===== config.mk =====
export PLATFORM = sky130hd
export DESIGN_NAME = screen_sequencer
export DESIGN_NICKNAME = d
export VERILOG_FILES = /design/src/rtl/common_enums.sv /design/src/rtl/screen_hold_timer.sv /design/src/rtl/screen_sequencer.sv
export SDC_FILE = /design/constraint.sdc
export NUM_CORES = 1
export LEC_CHECK = 0
export BUFFER_PORTS_ARGS = -buffer_cell sky130_fd_sc_hd__buf_2
export CORE_MARGIN = 8
export CORE_UTILIZATION = 64
export DETAILED_ROUTE_END_ITERATION = 16
export GPL_TIMING_DRIVEN = 0
export HOLD_SLACK_MARGIN = 0.15
export PLACE_DENSITY = 0.85
export SETUP_SLACK_MARGIN = 0.4
export SLEW_MARGIN = 20
export SYNTH_ARGS = -nofsm -noshare
export SYNTH_HDL_FRONTEND = slang
export SYNTH_SLANG_ARGS = --single-unit

===== constraint.sdc =====
create_clock -name clk -period 6.35 [get_ports clk]
set_input_delay 0.9525 -clock clk [delete_from_list [all_inputs] [get_ports clk]]
set_output_delay 0.9525 -clock clk [all_outputs]
set_load 0.005 [all_outputs]

===== src/rtl/common_enums.sv =====
// Shared enumerations for the chess game top level.
package common_enums;

  // Screens shown by the video mux, in game-flow order.
  typedef enum logic [2:0] {
    TITLE_SCREEN    = 3'd0,
    PLAYER_SCREEN   = 3'd1,
    SETUP_SCREEN    = 3'd2,
    CHESS_SCREEN    = 3'd3,
    WON_END_SCREEN  = 3'd4,
    LOST_END_SCREEN = 3'd5
  } screen_state_t;

  // True for either end-of-game screen.
  function automatic logic is_end_screen(input screen_state_t s);
    return (s == WON_END_SCREEN) || (s == LOST_END_SCREEN);
  endfunction

endpackage


===== src/rtl/screen_hold_timer.sv =====
// Dwell counter for the screen sequencer: cleared on a screen change,
// otherwise counts enabled cycles and sticks at all-ones.
module screen_hold_timer #(
  parameter int WIDTH = 8
) (
  input  logic             clk,
  input  logic             reset,
  input  logic             clear,
  input  logic             enable,
  output logic [WIDTH-1:0] count
);

  // Saturating up-counter with synchronous clear.
  always_ff @(posedge clk or posedge reset) begin
    if (reset) begin
      count <= '0;
    end else if (clear) begin
      count <= '0;
    end else if (enable && (count != {WIDTH{1'b1}})) begin
      count <= count + WIDTH'(1);
    end
  end

endmodule


===== src/rtl/screen_sequencer.sv =====
// Top-level screen flow: TITLE -> PLAYER -> SETUP -> CHESS -> WON/LOST END
// -> TITLE. Splash and end-screen dwell times come from a hold timer; all
// outputs are registered.
//
// Handshake note: there is no valid/ready traffic here. `enter` is a
// debounced level of which only the rising edge acts; `override`, `won`
// and `lost` are levels sampled every cycle in the states that use them.
module screen_sequencer
  import common_enums::*;
#(
  parameter int CLK_FREQ_HZ    = 50_000_000,
  parameter int PLAYER_HOLD_MS = 2000,
  parameter int END_HOLD_MS    = 3000,
  parameter int GAME_CNT_W     = 8
) (
  input  logic                  clk,
  input  logic                  reset,
  input  logic                  enter,
  input  logic                  override,
  input  logic                  won,
  input  logic                  lost,
  output screen_state_t         state,
  output logic                  setup_complete,
  output logic                  state_changed,
  output logic                  game_over,
  output logic [GAME_CNT_W-1:0] games_played
);

  localparam int PLAYER_CYC = CLK_FREQ_HZ / 1000 * PLAYER_HOLD_MS;
  localparam int END_CYC    = CLK_FREQ_HZ / 1000 * END_HOLD_MS;
  localparam int MAX_CYC    = (PLAYER_CYC > END_CYC) ? PLAYER_CYC : END_CYC;
  localparam int CNT_W      = $clog2(MAX_CYC + 1);

  localparam logic [CNT_W-1:0] PLAYER_LAST = CNT_W'(PLAYER_CYC - 1);
  localparam logic [CNT_W-1:0] END_MIN     = CNT_W'(END_CYC);

  if ((CLK_FREQ_HZ % 1000 != 0) || (PLAYER_HOLD_MS == 0)) begin : g_param_check
    $error("screen_sequencer: CLK_FREQ_HZ must be a multiple of 1000 and PLAYER_HOLD_MS >= 1");
  end

  logic             enter_q;
  logic             enter_rise;
  logic [CNT_W-1:0] hold_count;
  logic             hold_enable;
  screen_state_t    next_state;
  logic             leaving;

  assign enter_rise  = enter & ~enter_q;
  assign leaving     = (next_state != state);
  assign hold_enable = (state == PLAYER_SCREEN) || is_end_screen(state);

  screen_hold_timer #(
    .WIDTH(CNT_W)
  ) u_hold_timer (
    .clk   (clk),
    .reset (reset),
    .clear (leaving),
    .enable(hold_enable),
    .count (hold_count)
  );

  // Remember last cycle's enter level for rising-edge qualification.
  always_ff @(posedge clk or posedge reset) begin
    if (reset) begin
      enter_q <= 1'b0;
    end else begin
      enter_q <= enter;
    end
  end

  // Screen transition rules; unknown encodings fall back to TITLE.
  always_comb begin
    next_state = state;
    case (state)
      TITLE_SCREEN: begin
        if (override)        next_state = CHESS_SCREEN;
        else if (enter_rise) next_state = PLAYER_SCREEN;
      end
      PLAYER_SCREEN: begin
        if (override)                        next_state = CHESS_SCREEN;
        else if (hold_count == PLAYER_LAST)  next_state = SETUP_SCREEN;
      end
      SETUP_SCREEN: begin
        if (enter_rise || override) next_state = CHESS_SCREEN;
      end
      CHESS_SCREEN: begin
        if (won)       next_state = WON_END_SCREEN;
        else if (lost) next_state = LOST_END_SCREEN;
      end
      WON_END_SCREEN, LOST_END_SCREEN: begin
        if (enter_rise && (hold_count >= END_MIN)) next_state = TITLE_SCREEN;
      end
      default: next_state = TITLE_SCREEN;
    endcase
  end

  // State register plus every output, all updated on the same edge.
  always_ff @(posedge clk or posedge reset) begin
    if (reset) begin
      state          <= TITLE_SCREEN;
      setup_complete <= 1'b0;
      state_changed  <= 1'b0;
      game_over      <= 1'b0;
      games_played   <= '0;
    end else begin
      state          <= next_state;
      setup_complete <= (state == SETUP_SCREEN) && enter_rise;
      state_changed  <= leaving;
      game_over      <= is_end_screen(next_state);
      if ((state == CHESS_SCREEN) && is_end_screen(next_state) &&
          (games_played != {GAME_CNT_W{1'b1}})) begin
        games_played <= games_played + GAME_CNT_W'(1);
      end
    end
  end

endmodule


After elaboration in Yosys (flattened, before gate mapping) --
Cells that the tools add are included.
Word-level totals: flip-flop bits (word level) 43, input port bits 6, output and inout port bits 14, logic and storage cells 46
Cells by class: $add $sub $neg 2, $lt $le $gt $ge 1, equal/unequal tests 11, multiplexer cells 11, bitwise gates (word level) 2, reductions and logical operators 12
Operators by type and width (number):
- $mux 28 | 2
- $add 28x1->28 const B | 1
- $eq 28x27->1 const B | 1
- $ge 28x28->1 const B | 1
- $ne 28x28->1 const B | 1
- $mux 3 | 8
- $pmux 3 s5 | 1
- $eq 3x3->1 const B | 4
- $add 8x1->8 const B | 1
- $ne 8x8->1 const B | 1
- $eq 3x2->1 const B | 2
- $logic_and 1x1->1 | 5
- $logic_or 1x1->1 | 4
- $eq 3x1->1 const B | 1
- $logic_not 3->1 | 1
- $ne 3x3->1 | 1
- $reduce_bool 2->1 | 1
- $reduce_or 2->1 | 1
- $and 1x1->1 | 1
- $not 1->1 | 1

Longest topological paths before layout --
depth after elaboration 9, depth in mapped cells 9, gate-level depth less buffers 7

Modules after synthesis --
Synthesis repeated with hierarchy kept, for this count alone.
Second synthesis, totals: cells, all modules 250, area, all modules 2476.1 µm²
Modules (own cells, without submodules):
- screen_hold_timer | times used 1, cells each 162, area each 1551.5 µm², sequential area each 700.7 µm²
- screen_sequencer | times used 1, cells each 88, area each 924.6 µm², sequential area each 375.4 µm²

Least setup slack after synthesis --
No wires, ideal clock.
path kind input port to flip-flop, from in enter, to reg u_hold_timer.count[6], setup time 0.120 ns, data arrival time 2.164 ns, required time 6.230 ns, setup slack 4.065 ns, stages on the path 8, buffers on the path 2, cell sequence nor2b_1 -> nor2b_1 -> nor3_1 -> a21oi_1 -> mux2i_2 -> buf_6 -> buf_6 -> nor3_2
On the way: word-level cells in the longest chain between the ends 6, elaborated cells on any way between the ends 11, classes of those cells eq/ne: 1; mux: 6; bitwise: 1; reduce/logical: 3
RTL lines:
- start: declaration | line screen_sequencer.sv:18 | input logic enter,
- $and 1x1->1 (*) | line screen_sequencer.sv:48 | assign enter_rise = enter & ~enter_q;
- $mux 3, or another cell as far along | line screen_sequencer.sv:77 | else if (enter_rise) next_state = PLAYER_SCREEN;
- $mux 3, on equally long branches | line screen_sequencer.sv:76, screen_sequencer.sv:84, screen_sequencer.sv:91
- $pmux 3 s5 (*) | line screen_sequencer.sv:74 | case (state)
- $ne 3x3->1 (*) | line screen_sequencer.sv:49 | assign leaving = (next_state != state);
- $mux 28 / $reduce_bool 2->1 (equally long branches)
- end signal: assignment | line screen_hold_timer.sv:20 | count <= count + WIDTH'(1);
- end: declaration | line screen_hold_timer.sv:10 | output logic [WIDTH-1:0] count
Mark *: on every way between the ends. The rest lies on a longest branch, timed or not. A chain may end at the register's enable or synchronous reset.

Worst setup path in the final report --
from reg u_hold_timer.count[27], to reg u_hold_timer.count[8]
On the way: word-level cells in the longest chain between the ends 6, elaborated cells on any way between the ends 12, classes of those cells order compare: 1; eq/ne: 3; mux: 5; reduce/logical: 3
RTL lines (line):
- $ge 28x28->1 / $eq 28x27->1 (equally long branches) | screen_sequencer.sv:91, screen_sequencer.sv:81
- $logic_and 1x1->1 / $mux 3 (equally long branches) | screen_sequencer.sv:91, screen_sequencer.sv:81
- $mux 3, on equally long branches | screen_sequencer.sv:91, screen_sequencer.sv:80
- $pmux 3 s5 | screen_sequencer.sv:74
- $ne 3x3->1 | screen_sequencer.sv:49
- $mux 28 / $reduce_bool 2->1 (equally long branches)
Several ways; a longest one is shown, not always the timed one.

==> flow_metrics.tcl <==
set metrics [dict create \
    status "finished, final reports clean" \
    r2r_cells 8 \
    core_area_um2 3660 \
    rsz0062_at_grt "no" \
    fp-row-count 22 \
    cts_resized 0 \
    drc 0 \
    yosysWarningCount 0 \
    area_growth_pct 11.6 \
    final_cell_mix "43 x dfrtp_1, 27 x nor3_1, 26 x xnor2_1" \
    critPathCaptureType "flop" \
    place.gp.congestion 0.871 \
    worstHoldStart "games_played[4]$_DFFE_PP0P_" \
    rr_startpoint "u_hold_timer.count[27]$_DFFE_PP0P_" \
    fmax_ghz 0.422 \
    drive_gt1_frac 0.226 \
    holdPathStages 1 \
    syn_area_um2 2420 \
    pin_count 20 \
    hold_viol 0 \
    htreeDepth 2 \
    ys_seq_area_frac 0.444 \
    finalSetupViolCount 0 \
    port_buffers 19 \
    critPathMaxFanout 10 \
    finClkSkew_ps 8.88 \
    ir_drop_mv 0.228 \
    antenna_found_initial 0 \
    final_core_util 0.739 \
    rrSetupSlack_ps 3980 \
    critPathLaunchType "flop" \
    min_period_ps 2370 \
    hpwlAfterDp_um 3610 \
    grt_usage 0.171 \
    synth_edf_count 0 \
    drt_wl_total_um 5010 \
    cpMostUsedCell "buf_6" \
    worstHoldPathType "flop to flop" \
    num-nets-final 278 \
    cap_violations 0 \
    grt-ovfl-total 0 \
    critPathMaxStageDelay_ps 540 \
    viasPerCell 5.91 \
    max_slew.worst_pin.slew_ps 641 \
    cts_setup_buffers 0 \
    slew_violations 0 \
    whs_ps 492 \
    crit_required_ps 6550 \
    drt_iter0_markers 85 \
    clk_latency_ps 310 \
    cts_root_buf "clkbuf_8" \
    vias 1879 \
    reg2reg_to "u_hold_timer.count[8]$_DFFE_PP0P_" \
    post-place-ws_ps 3710 \
    ctsLongestPathBuffers 2 \
    worstHoldEndpoint "games_played[4]$_DFFE_PP0P_" \
    clk_pin_slew_ps 90 \
    numCtsBuffers 5 \
    die_area_um2 6010 \
    async_reset_ff_frac 1.00 \
    synth_area_per_cell_um2 10.0 \
    wl_per_cell_um 15.8 \
    holdBufCountCts 0 \
    arrival_ps 2570 \
    final_common_cell "dfrtp_1" \
    synth_fp_nets 251 \
    worstSetupPathType "flop to flop" \
    pwr_density_cell_nw_per_um2 332 \
    fin_crit_sh 0.373 \
    synth_cells 242 \
    fp.dieH_um 77.5 \
    synth_flop_cell "dfrtp_1" \
    slowest_stage "or4_1" \
    cts.sinks 43 \
    fill_cells 253 \
    grt_pass1_wl_um 8270 \
    dr.pass1.iters 4 \
    grt_pass1_vias 1744 \
    fin_setup_tns_ps 0 \
    ys_seq_elements 43 \
    antenna_cells 0 \
    leakage_nw 1.08 \
    start_util 0.662 \
    maxSlewHeadroom 0.571 \
    die_w_um 77.5 \
    worstPathCellList "or4_1 > nor4_1 > and4_1 > a21oi_1 > mux2i_2 > buf_6 > buf_6 > nor3_2" \
    grt_max_degree 24 \
    fin_ws_ps 3980 \
    postRouteAntennaNets 0 \
    synth_cell_types 45 \
    report.power.total_mw 0.897 \
    cts_tree "yes" \
]
==> stage by stage <==
stage	area, um2	std cells
2_1_floorplan	2420	242
3_3_place_gp	2580	309
3_5_place_dp	2610	310
4_1_cts	2700	318
5_1_grt	2700	318
6_report	2700	318
==> cell type report <==
| type | count | area [um2] | area share |
|---|---|---|---|
| plain buffers | 10 | 70.1 | 0.0259 |
| clock buffers | 6 | 82.6 | 0.0305 |
| clock inverters | 2 | 16.3 | 0.00602 |
| inverters | 9 | 33.8 | 0.0125 |
| multi-input cells | 180 | 1240 | 0.460 |
| flip-flops and latches | 43 | 1080 | 0.398 |
| well taps | 48 | 60.1 | 0.0222 |
| repair buffers | 20 | 123 | 0.0453 |
==> cells by family (layout without fill, tap and decap cells) <==
logic type | count (synthesis) | in the layout | share of synthesized area
compound gates | 19 | 19 | 0.0625
xor+xnor | 33 | 33 | 0.119
fa+ha+maj | 3 | 3 | 0.0155
buf+inv | 19 | 47 | 0.0429
flops | 43 | 43 | 0.444
mux | 3 | 3 | 0.0145
simple gates | 122 | 122 | 0.301
==> Yosys cell counts (2+ instances only) <==
library cell | n | area, um2
nor2_1 | 13 | 48.8
ha_1 | 3 | 37.5
xor2_1 | 7 | 61.3
nand3_2 | 2 | 20.0
nand3b_1 | 2 | 15.0
and3_1 | 4 | 25.0
and4_1 | 4 | 35.0
or4_1 | 4 | 30.0
nand4_1 | 7 | 43.8
or3_1 | 3 | 18.8
nand3_1 | 10 | 50.1
nand2_1 | 23 | 86.3
o21bai_1 | 2 | 15.0
xnor2_1 | 26 | 228
a21oi_1 | 2 | 10.0
a31oi_1 | 2 | 12.5
nor3_1 | 27 | 135
nor2b_1 | 4 | 25.0
a211oi_1 | 2 | 15.0
a211o_1 | 2 | 17.5
dfrtp_1 | 43 | 1080
buf_6 | 3 | 33.8
buf_2 | 5 | 25.0
o31ai_1 | 2 | 15.0
inv_1 | 9 | 33.8
nor3_2 | 12 | 120
==> power breakdown <==
group	internal, mW	leakage (nW)	total, mW	switching, mW
clock	0.0887	0.0474	0.186	0.0977
combinational	0.146	0.455	0.379	0.233
sequential	0.307	0.579	0.332	0.0250
==> flip-flops by register name (all words and copies together) (netlist names) <==
signal and count:
games_played 8, state_changed 1, enter_q 1, u_hold_timer.count 28, state 3, setup_complete 1, game_over 1
==> critical path: cells and delay by family, from the launching register on <==
family	cells	cell delay, ps
DFF	1	480
and+or+nand+nor	4	1030
buffers and inverters	2	350
AOI/OAI and AO/OA	1	140
muxes	1	260
==> how the worst max path moves through the flow <==
stage	cells past startpoint	slack [ps]	end	startpoint
after global placement	8	3740	u_hold_timer.count[6]$_DFFE_PP0P_	enter
final	8	3980	u_hold_timer.count[8]$_DFFE_PP0P_	u_hold_timer.count[27]$_DFFE_PP0P_
after CTS	9	3990	u_hold_timer.count[5]$_DFFE_PP0P_	enter
after detailed placement	8	3710	u_hold_timer.count[5]$_DFFE_PP0P_	enter
after floorplan	8	4070	u_hold_timer.count[6]$_DFFE_PP0P_	enter
after global routing	9	3810	u_hold_timer.count[5]$_DFFE_PP0P_	enter
==> layer usage <==
layer,routed length (um),GRT usage,share of wire,vias up
met1,2330,0.224,0.46,921
met3,183,0.0438,0.037,10
met4,93,0.0792,0.019,0
met5,0,0,0,-
li1,-,-,-,919
met2,2410,0.257,0.48,29
(Power assumes the default switching activity.)
